===== config.mk =====
export PLATFORM = sky130hd
export DESIGN_NAME = voice_allocator
export DESIGN_NICKNAME = d
export VERILOG_FILES = /design/src/rtl/voice_alloc_pkg.sv /design/src/rtl/voice_slot.sv /design/src/rtl/voice_allocator.sv
export SDC_FILE = /design/constraint.sdc
export NUM_CORES = 1
export LEC_CHECK = 0
export ABC_AREA = 1
export CAP_MARGIN = 20
export CORE_MARGIN = 2
export CORE_UTILIZATION = 50
export CTS_BUF_LIST = sky130_fd_sc_hd__clkbuf_2 sky130_fd_sc_hd__clkbuf_4 sky130_fd_sc_hd__clkbuf_8
export DETAILED_ROUTE_END_ITERATION = 8
export PLACE_DENSITY = 0.68
export SLEW_MARGIN = 30
export SYNTH_ARGS = -nofsm -noshare
export SYNTH_HDL_FRONTEND = slang
export SYNTH_SLANG_ARGS = --single-unit
export TNS_END_PERCENT = 100

===== constraint.sdc =====
create_clock -name clk_i -period 5.85 [get_ports clk_i]
set_clock_uncertainty 0.05 [all_clocks]
set_input_delay 0.8775 -clock clk_i [delete_from_list [all_inputs] [get_ports clk_i]]
set_output_delay 0.8775 -clock clk_i [all_outputs]
set_load 0.01 [all_outputs]

===== src/rtl/voice_alloc_pkg.sv =====
// Shared types and constants for the polyphonic voice allocator.
package voice_alloc_pkg;

  localparam int unsigned NOTE_W       = 7;
  localparam int unsigned VOICE_NOTE_W = 8;

  localparam logic EV_OFF = 1'b0;
  localparam logic EV_ON  = 1'b1;

  typedef enum logic [1:0] {
    StIdle,
    StScan,
    StCommit,
    StRetrig
  } alloc_state_e;

endpackage


===== src/rtl/voice_slot.sv =====
// One voice slot: holds the note, gate and saturating age of a single voice.
module voice_slot
  import voice_alloc_pkg::*;
#(
  parameter int unsigned AGE_BITS = 8
) (
  input  logic                clk_i,
  input  logic                rst_ni,
  input  logic                load_i,
  input  logic [NOTE_W-1:0]   load_note_i,
  input  logic                load_gate_i,
  input  logic                release_i,
  input  logic                age_inc_i,
  input  logic                age_clr_i,
  input  logic                clr_all_i,
  output logic [NOTE_W-1:0]   note_o,
  output logic                gate_o,
  output logic [AGE_BITS-1:0] age_o
);

  logic [NOTE_W-1:0]   note_q, note_d;
  logic                gate_q, gate_d;
  logic [AGE_BITS-1:0] age_q, age_d;

  always_comb begin
    note_d = note_q;
    gate_d = gate_q;
    age_d  = age_q;
    if (clr_all_i) begin
      // Panic keeps the note so any release tail retains its pitch.
      gate_d = 1'b0;
      age_d  = '0;
    end else begin
      if (load_i) begin
        note_d = load_note_i;
        gate_d = load_gate_i;
      end else if (release_i) begin
        gate_d = 1'b0;
      end
      if (age_clr_i) begin
        age_d = '0;
      end else if (age_inc_i && (age_q != {AGE_BITS{1'b1}})) begin
        age_d = age_q + 1'b1;
      end
    end
  end

  always_ff @(posedge clk_i or negedge rst_ni) begin
    if (!rst_ni) begin
      note_q <= '0;
      gate_q <= 1'b0;
      age_q  <= '0;
    end else begin
      note_q <= note_d;
      gate_q <= gate_d;
      age_q  <= age_d;
    end
  end

  assign note_o = note_q;
  assign gate_o = gate_q;
  assign age_o  = age_q;

endmodule


===== src/rtl/voice_allocator.sv =====
// Polyphonic voice allocator: sequential slot scan, oldest-voice stealing with a
// one-cycle retrigger gap. Stealing is enabled by defining VOICE_ALLOC_STEAL_EN.
module voice_allocator
  import voice_alloc_pkg::*;
#(
  parameter int unsigned NUM_VOICES = 4,
  parameter int unsigned AGE_BITS   = 8
) (
  input  logic                               clk_i,
  input  logic                               rst_ni,
  input  logic                               ev_valid_i,
  output logic                               ev_ready_o,
  input  logic                               ev_note_on_i,
  input  logic [NOTE_W-1:0]                  ev_note_i,
  input  logic                               panic_i,
  output logic [NUM_VOICES*VOICE_NOTE_W-1:0] voice_note_o,
  output logic [NUM_VOICES-1:0]              voice_gate_o,
  output logic                               steal_o,
  output logic                               drop_o
);

  localparam int unsigned IdxW = $clog2(NUM_VOICES);

  alloc_state_e state_q, state_d;
  logic [IdxW-1:0]     idx_q, idx_d;
  logic                on_q, on_d;
  logic [NOTE_W-1:0]   note_q, note_d;
  logic                match_vld_q, match_vld_d;
  logic [IdxW-1:0]     match_idx_q, match_idx_d;
  logic                free_vld_q, free_vld_d;
  logic [IdxW-1:0]     free_idx_q, free_idx_d;
  logic                old_vld_q, old_vld_d;
  logic [IdxW-1:0]     old_idx_q, old_idx_d;
  logic [AGE_BITS-1:0] old_age_q, old_age_d;
  logic [NUM_VOICES-1:0] off_mask_q, off_mask_d;
  // Carries steal with stealing enabled, drop otherwise.
  logic                pulse_q, pulse_d;

  logic [NOTE_W-1:0]     slot_note [NUM_VOICES];
  logic [AGE_BITS-1:0]   slot_age  [NUM_VOICES];
  logic [NUM_VOICES-1:0] slot_gate;

  logic [NUM_VOICES-1:0] load, load_gate, rel, age_inc, age_clr, tgt_oh;
  logic [NOTE_W-1:0]     cur_note;
  logic                  cur_gate;
  logic [AGE_BITS-1:0]   cur_age;

  assign ev_ready_o = (state_q == StIdle) && !panic_i;

  assign cur_note = slot_note[idx_q];
  assign cur_gate = slot_gate[idx_q];
  assign cur_age  = slot_age[idx_q];

  always_comb begin
    state_d     = state_q;
    idx_d       = idx_q;
    on_d        = on_q;
    note_d      = note_q;
    match_vld_d = match_vld_q;
    match_idx_d = match_idx_q;
    free_vld_d  = free_vld_q;
    free_idx_d  = free_idx_q;
    old_vld_d   = old_vld_q;
    old_idx_d   = old_idx_q;
    old_age_d   = old_age_q;
    off_mask_d  = off_mask_q;
    pulse_d     = 1'b0;
    load        = '0;
    load_gate   = '0;
    rel         = '0;
    age_inc     = '0;
    age_clr     = '0;
    tgt_oh      = '0;

    unique case (state_q)
      StIdle: begin
        if (ev_valid_i && ev_ready_o) begin
          on_d        = ev_note_on_i;
          note_d      = ev_note_i;
          idx_d       = '0;
          match_vld_d = 1'b0;
          free_vld_d  = 1'b0;
          old_vld_d   = 1'b0;
          old_age_d   = '0;
          off_mask_d  = '0;
          state_d     = StScan;
        end
      end
      StScan: begin
        if (cur_gate && (cur_note == note_q) && !match_vld_q) begin
          match_vld_d = 1'b1;
          match_idx_d = idx_q;
        end
        if (!cur_gate && !free_vld_q) begin
          free_vld_d = 1'b1;
          free_idx_d = idx_q;
        end
        // Strict compare keeps the lower index on equal ages.
        if (cur_gate && (!old_vld_q || (cur_age > old_age_q))) begin
          old_vld_d = 1'b1;
          old_idx_d = idx_q;
          old_age_d = cur_age;
        end
        if ((on_q == EV_OFF) && cur_gate && (cur_note == note_q)) begin
          off_mask_d[idx_q] = 1'b1;
        end
        if (idx_q == IdxW'(NUM_VOICES - 1)) begin
          state_d = StCommit;
        end else begin
          idx_d = idx_q + 1'b1;
        end
      end
      StCommit: begin
        state_d = StIdle;
        unique case (on_q)
          EV_ON: begin
            if (match_vld_q) begin
              tgt_oh[match_idx_q] = 1'b1;
              age_clr             = tgt_oh;
              age_inc             = slot_gate & ~tgt_oh;
            end else if (free_vld_q) begin
              tgt_oh[free_idx_q] = 1'b1;
              load               = tgt_oh;
              load_gate          = tgt_oh;
              age_clr            = tgt_oh;
              age_inc            = slot_gate & ~tgt_oh;
            end else begin
`ifdef VOICE_ALLOC_STEAL_EN
              // Gate forced low now; RETRIG raises it for a fresh ADSR edge.
              tgt_oh[old_idx_q] = 1'b1;
              load              = tgt_oh;
              age_clr           = tgt_oh;
              age_inc           = slot_gate & ~tgt_oh;
              pulse_d           = 1'b1;
              state_d           = StRetrig;
`else
              pulse_d = 1'b1;
`endif
            end
          end
          EV_OFF: begin
            rel = off_mask_q;
          end
        endcase
      end
      StRetrig: begin
        tgt_oh[old_idx_q] = 1'b1;
        load              = tgt_oh;
        load_gate         = tgt_oh;
        age_clr           = tgt_oh;
        state_d           = StIdle;
      end
      default: begin
        state_d = StIdle;
      end
    endcase

    // Slot commands are overridden inside each slot by clr_all.
    if (panic_i) begin
      state_d = StIdle;
      pulse_d = 1'b0;
    end
  end

  always_ff @(posedge clk_i or negedge rst_ni) begin
    if (!rst_ni) begin
      state_q     <= StIdle;
      idx_q       <= '0;
      on_q        <= 1'b0;
      note_q      <= '0;
      match_vld_q <= 1'b0;
      match_idx_q <= '0;
      free_vld_q  <= 1'b0;
      free_idx_q  <= '0;
      old_vld_q   <= 1'b0;
      old_idx_q   <= '0;
      old_age_q   <= '0;
      off_mask_q  <= '0;
      pulse_q     <= 1'b0;
    end else begin
      state_q     <= state_d;
      idx_q       <= idx_d;
      on_q        <= on_d;
      note_q      <= note_d;
      match_vld_q <= match_vld_d;
      match_idx_q <= match_idx_d;
      free_vld_q  <= free_vld_d;
      free_idx_q  <= free_idx_d;
      old_vld_q   <= old_vld_d;
      old_idx_q   <= old_idx_d;
      old_age_q   <= old_age_d;
      off_mask_q  <= off_mask_d;
      pulse_q     <= pulse_d;
    end
  end

`ifdef VOICE_ALLOC_STEAL_EN
  assign steal_o = pulse_q;
  assign drop_o  = 1'b0;
`else
  assign steal_o = 1'b0;
  assign drop_o  = pulse_q;
`endif

  for (genvar i = 0; i < NUM_VOICES; i++) begin : g_slot
    voice_slot #(
      .AGE_BITS(AGE_BITS)
    ) u_slot (
      .clk_i      (clk_i),
      .rst_ni     (rst_ni),
      .load_i     (load[i]),
      .load_note_i(note_q),
      .load_gate_i(load_gate[i]),
      .release_i  (rel[i]),
      .age_inc_i  (age_inc[i]),
      .age_clr_i  (age_clr[i]),
      .clr_all_i  (panic_i),
      .note_o     (slot_note[i]),
      .gate_o     (slot_gate[i]),
      .age_o      (slot_age[i])
    );
    assign voice_note_o[i*VOICE_NOTE_W +: VOICE_NOTE_W] = {1'b0, slot_note[i]};
  end

  assign voice_gate_o = slot_gate;

endmodule


==> impl_results.md, run 1 <==
- Post-CTS Hold Fix Bufs: 0
- Num ports: 51
- Register share of total power: 46.2%
- Register area share after synthesis: 44.1%
- HPWL Detailed: 9.68 mm
- EDFF count, synth: 0
- Pin count of the biggest net entering global routing: 51
- Slowest CP cell: clkdlybuf4s50_1
- Die Ht: 109 um
- CTS tree: done
- Switching share of power: 34.1%
- Netlist cell types: 35
- GR Overflow Total: 0
- Commonest register cell after synthesis: dfrtp_1
- Row cnt: 38
- Lkg Pwr: 0.00297 uW
- Critical Path Fanout Max: 18
- Clock Sinks: 98
- Vias in the first global route: 4,818
- Post-synth top cells: 205 x nand2_1, 98 x dfrtp_1, 77 x nand3_1
- DP Area: 0.00605 mm2
- Seq cells post-synth: 98
- Post-CTS sizing: 0
- Core area: 0.0108 mm2
- Worst path bufs/invs: 5
- CP Launch Type: input pin
- Post-synthesis cell area: roughly 0.0056 mm2
- Max-slew headroom: a little over half
- Residual DRC: 0
- R2r endpoint: old_idx_q[0]
- DIE WIDTH: 109 um
- RePlAce Congestion: 0.877
- Worst R2R Setup Slack: between 2 and 2.5 ns
- Switching power of the nets: 565 uW
- TritonCTS buffer count: 9
- Setup Total Neg Slack: 0 ns
- Mapped Cells: 743
- Worst R2R Path Depth: 15
- Post-synthesis average cell area: about 7.5 um2
- ANT cells: 0
- Tmin final: 3.52 ns
- Levels on crit path: 6
- Global-route usage over all layers: 24.8%
- Max-cap viol count: 0
- DR vias: 4,956
- WL final: 13.6 mm
- Layout Area Growth over Synthesis: 12.5%
- Clock transition at path regs: 0.08 ns
- Worst-Skew Late Latency: 0.37 ns
- RSZ-0062 raised after global routing: no
- H-tree levels: 3
- Final Cycle Share: 60.2%
- Power Density: 265 mW/mm2
- Initial DRC count: 305
- Part of the power in the clock network: ~28%
- Setup Fix Bufs, Post-CTS: 0
- Family with the most delay on the worst path: buffers and inverters
- Top cell type's share of synthesized area: 44.1%
- Peak supply drop: 0.118 mV
- Most numerous cell in the Yosys netlist: nand2_1
- Comb power frac: between 20% and 30%
- Worst R2R Start: idx_q[0]
- Crit path to: ev_ready_o
- Final instance area: approximately 0.0063 mm2
- Util after Layout: 57.7%
- Share of cells above drive strength 1: 6.78%
- IO buf count: 45
- CP arrival: ~2.6 ns
- Critical path required time: 4.92 ns
- First drt pass iteration count: 4
- Final setup vio count: 0
- Vias per cell: 5.38
- Initial Util: 51.3%
- Final Hold Fails: 0
- Asr flop ratio synth: 100%
- Crit Path Class: input pin to output port
- Clk Tree Root Cell: clkbuf_8
- CP Cell Sequence: clkdlybuf4s50_1, buf_4, inv_1, nand3_1, inv_1, clkdlybuf4s50_1
- Min-Delay Path Class: register to register
- First-pass GRT wire length: 23.0 mm
- Routed Antenna Nets: 0
- Die Area: 0.0120 mm2
- Buffer depth of the longest clock path: 2
- Worst setup EP type: output port
- Cell taking the most area after synthesis: dfrtp_1
- Crit path largest cell delay: about 0.54 ns
- Wirelength per Cell: about 15 um
- Synth area leaders: dfrtp_1 44%, nand2_1 14%, nand3_1 6.9%, o21ai_0 5.2%, inv_1 4.7%
- Worst slew pin tran: 0.697 ns
- Antenna violations before repair: 0
- Nets@finish: 805
- Crit path from: panic_i
- Yosys warns: 0
- Max Fclk: 284 MHz
- Slew Limit Fails: 0
- Cell internal pwr: 1090 uW
- Run status: completed
==> kinds of logic (layout without fill, tap and decap cells) <==
family | count (synthesis) | count (layout) | synth area share, %
and+or+nand+nor | 380 | 380 | 29.9
AOI/OAI and AO/OA | 124 | 124 | 11.6
buffers and inverters | 110 | 145 | 8.63
DFF | 98 | 98 | 44.1
adders and majority gates | 16 | 16 | 3.60
xor gates and xnor gates | 14 | 14 | 2.20
other | 1 | 5 | 0.0674
==> per-stage QoR <==
step	hold WS (ns)	instances	setup WS, ns	total power (uW)
detailed placement	0.433	906	2.34	1210
finish	0.450	922	2.33	1660
global route	0.483	922	2.14	1770
floorplan	0.400	747	3.33	1090
global placement	0.432	906	2.34	1190
CTS	0.455	922	2.32	1670
==> routing by layer <==
| metal | GRT usage (%) | vias to the layer above | wire length (um) |
|---|---|---|---|
| met5 | 0 | - | 0 |
| met1 | 32.0 | 2332 | 5980 |
| met3 | 5.39 | 34 | 631 |
| met4 | 9.95 | 0 | 416 |
| li1 | - | 2465 | - |
| met2 | 40.5 | 125 | 6590 |
==> cell usage in the layout, fill, tap and decap left out, types with 11 or more instances in the layout <==
master           count
a21oi_1             30
clkbuf_8            11
clkdlybuf4s50_1     44
dfrtp_1             98
ha_1                16
inv_1               70
nand2_1            205
nand2_2             11
nand3_1             77
nor2_1              50
nor3_1              15
o21ai_0             58
o21ai_1             26
==> cell type report <==
| type | instances | area, um2 |
|---|---|---|
| fillers | 1027 | 4580 |
| multi-input cells | 539 | 2650 |
| flip-flops and latches | 98 | 2450 |
| repair buffers | 48 | 470 |
| inverters | 81 | 304 |
| well taps | 140 | 175 |
| clock buffers | 14 | 174 |
| clock inverters | 2 | 35.0 |
==> worst min-delay path by stage <==
stage,startpoint,end,cells past startpoint
floorplan,old_vld_q,old_vld_q,2
global placement,old_vld_q,old_vld_q,2
CTS,old_vld_q,old_vld_q,2
global route,old_age_q[7],old_age_q[7],2
finish,old_vld_q,old_vld_q,2
detailed placement,old_vld_q,old_vld_q,2
==> registers in the layout, indices dropped and copies added (netlist names), 2 cells and up <==
signal and cells:
g_slot.u_slot.age_o 32, g_slot.u_slot.note_o 28, old_age_q 8, note_q 7, g_slot.u_slot.gate_o 4, off_mask_q 4
free_idx_q 2, idx_q 2, match_idx_q 2, old_idx_q 2, state_q 2
==> tightest hold or removal path, stage by stage, from the launching register on <==
cell and delay [ns]:
dfrtp_1 0.36, nand2_1 0.06, nand2_1 0.06
==> power by group through the flow <==
stage | clock (uW) | combinational (uW) | sequential, uW
floorplan | 0 | 324 | 767
detailed placement | 0 | 429 | 778
global placement | 0 | 415 | 777
global route | 505 | 493 | 774
CTS | 472 | 430 | 765
finish | 462 | 428 | 765
No activity file was read; power rests on OpenSTA's default activity.
==> run 2: changes to the inputs <==
Clock period 5.85 ns to 3.3 ns, I/O delays scaled along.
==> run 2 against run 1 <==
Net effect: core utilization increased by 0.44 points; non-clock buffer count increased by 4; sequential power is 76% higher; via count up 1.0%; sequential share of layout area shrank 0.30 points; critical path depth rose by 8; largest power group unchanged; global-route usage increased by 0.65 points; cell count up 0.43%; highest routed layer unchanged.
==> impl_results.md, run 2 (synthesis gave the netlist of run 1 again) <==
- Die Area: 0.0120 mm2 (unchanged)
- RePlAce Congestion: 0.938 (was 0.877)
- DIE WIDTH: 109 um (unchanged)
- Pin count of the biggest net entering global routing: 60 (was 51)
- Tmin final: ~2.8 ns
- GR Overflow Total: 0 (unchanged)
- CP arrival: 3.09 ns (was 2.60 ns)
- Vias per cell: 5.41 (was 5.38)
- HPWL Detailed: 10.0 mm (was 9.68 mm)
- Critical Path Fanout Max: 21 (was 18)
- Worst slew pin tran: 0.767 ns (was 0.697 ns)
- Routed Antenna Nets: 0 (unchanged)
- Max reg flops: 32 (unchanged)
- Clock transition at path regs: 0.09 ns (was 0.08 ns)
- Family with the most delay on the worst path: simple AND/OR/NAND/NOR gates (was buffers and inverters)
- Final Cycle Share: 85.9%
- Final Hold Fails: 0 (unchanged)
- Max Fclk: 353 MHz
- Slew Limit Fails: 0 (unchanged)
- RSZ-0062 raised after global routing: no (unchanged)
- Post-CTS sizing: 0 (unchanged)
- First-pass GRT wire length: 23.4 mm (was 23.0 mm)
- Vias in the first global route: 4,842 (was 4,818)
- Global-route usage over all layers: 25.4% (was 24.8%)
- Post-CTS Hold Fix Bufs: 0 (unchanged)
- Max-cap viol count: 0 (unchanged)
- Slowest CP cell: dfrtp_1 (was clkdlybuf4s50_1)
- Worst setup EP type: register (was output port)
- Final worst setup slack: 0.467 ns (was 2.33 ns)
- Num ports: 51 (unchanged)
- Placed insts: 910 (was 906)
- Share of cells above drive strength 1: 7.25% (was 6.78%)
- Run status: completed (unchanged)
- Min-Delay Path Class: input pin to async pin (was register to register)
- WL final: 14.0 mm (was 13.6 mm)
- Crit Path Class: register to register (was input pin to output port)
- DR vias: 5,008 (was 4,956)
- CP Launch Type: register (was input pin)
- Nets@finish: 809 (was 805)
- Antenna violations before repair: 0 (unchanged)
- Crit path largest cell delay: 0.38 ns (was 0.54 ns)
- Total of fill cells in the finished design: 1,023 (was 1,027)
- IO buf count: 45 (unchanged)
- Clk Tree Root Cell: clkbuf_8 (unchanged)
- Worst-Skew Late Latency: 0.39 ns (was 0.37 ns)
- Peak supply drop: 0.201 mV (was 0.118 mV)
- ANT cells: 0 (unchanged)
- Levels on crit path: 14 (was 6)
- Non-filler cells, final: 926 (was 922)
- Worst R2R Path Depth: 14 (was 15)
- Commonest non-fill, non-tap cell in the layout: nand2_1 (unchanged)
- Initial Util: 51.3% (unchanged)
- Max-slew headroom: 48.9% (was 53.4%)
- Buffer depth of the longest clock path: 2 (unchanged)
- Wirelength per Cell: 15.1 um (was 14.8 um)
- Hold WS: 0.115 ns (was 0.450 ns)
- Worst path bufs/invs: 2 (was 5)
- Lkg Pwr: 0.00299 uW (was 0.00297 uW)
- Setup Fix Bufs, Post-CTS: 0 (unchanged)
- Layout Area Growth over Synthesis: 13.3% (was 12.5%)
- First drt pass iteration count: 8 (was 4)
- Power Density: 472 mW/mm2 (was 265 mW/mm2)
- Row cnt: 38 (unchanged)
- Initial DRC count: 254 (was 305)
- CTS tree: done (unchanged)
- Setup Total Neg Slack: 0 ns (unchanged)
- Placement Setup Slack: 0.526 ns (was 2.34 ns)
- CP Cell Sequence: buf_4, inv_2, o21ai_0, a21oi_1, a21oi_1, ha_1, nand2_1, nor2_1, nand2_1, nand3_1, nand2_1, nand2_1, nand2_1, o21ai_0 (was clkdlybuf4s50_1, buf_4, inv_1, nand3_1, inv_1, clkdlybuf4s50_1)
- Residual DRC: 0 (unchanged)
- Critical path required time: 3.56 ns (was 4.92 ns)
- Core area: 0.0108 mm2 (unchanged)
- Most used cell, CP: nand2_1
- Util after Layout: 58.2% (was 57.7%)
- Leading cell types in the layout, fill and taps excluded: 205 x nand2_1, 98 x dfrtp_1, 77 x nand3_1 (unchanged)
- Die Ht: 109 um (unchanged)
- TritonCTS buffer count: 9 (unchanged)
- Final setup vio count: 0 (unchanged)
- Clock Sinks: 98 (unchanged)
- H-tree levels: 3 (unchanged)
==> run 2: layer usage <==
metal  up-vias  track usage (%)  part of all wire (%)
li1       2487                -                     -
met1      2349             32.9                    45
met2       140             40.6                    47
met3        32             4.39                   4.6
met4         0             13.7                   3.8
met5         -                0                     0
==> run 2: cell type report <==
type	instances	area, um2	area share [%]
multi-input cells	539	2650	42.0
flip-flops and latches	98	2450	38.9
repair buffers	52	513	8.14
inverters	81	304	4.82
well taps	140	175	2.78
clock buffers	12	165	2.62
clock inverters	4	48.8	0.774
==> run 2: final timing paths <==
path | startpoint | to | slack, ns
min in group clk_i | old_vld_q | old_vld_q | 0.45
max reg2reg | idx_q[0] | old_idx_q[0] | 0.47
min | rst_ni | g_slot[0].u_slot.age_o[2] | 0.11
min reg2reg | old_vld_q | old_vld_q | 0.45
max | idx_q[0] | old_idx_q[0] | 0.47
max in group asynchronous | rst_ni | off_mask_q[2] | 2.40
==> run 2: power by group <==
part	leakage, uW	switching [uW]	internal (uW)
combinational	0.00154	529	254
clock	0.000112	432	412
sequential	0.00134	69.3	1280
total	0.00299	1030	1940
==> run 2: through the flow <==
stage	area, um2	power [uW]
after floorplan	5580	1940
after global placement	6090	2110
after detailed placement	6090	2140
after CTS	6300	2980
after global routing	6300	3170
final	6300	2970
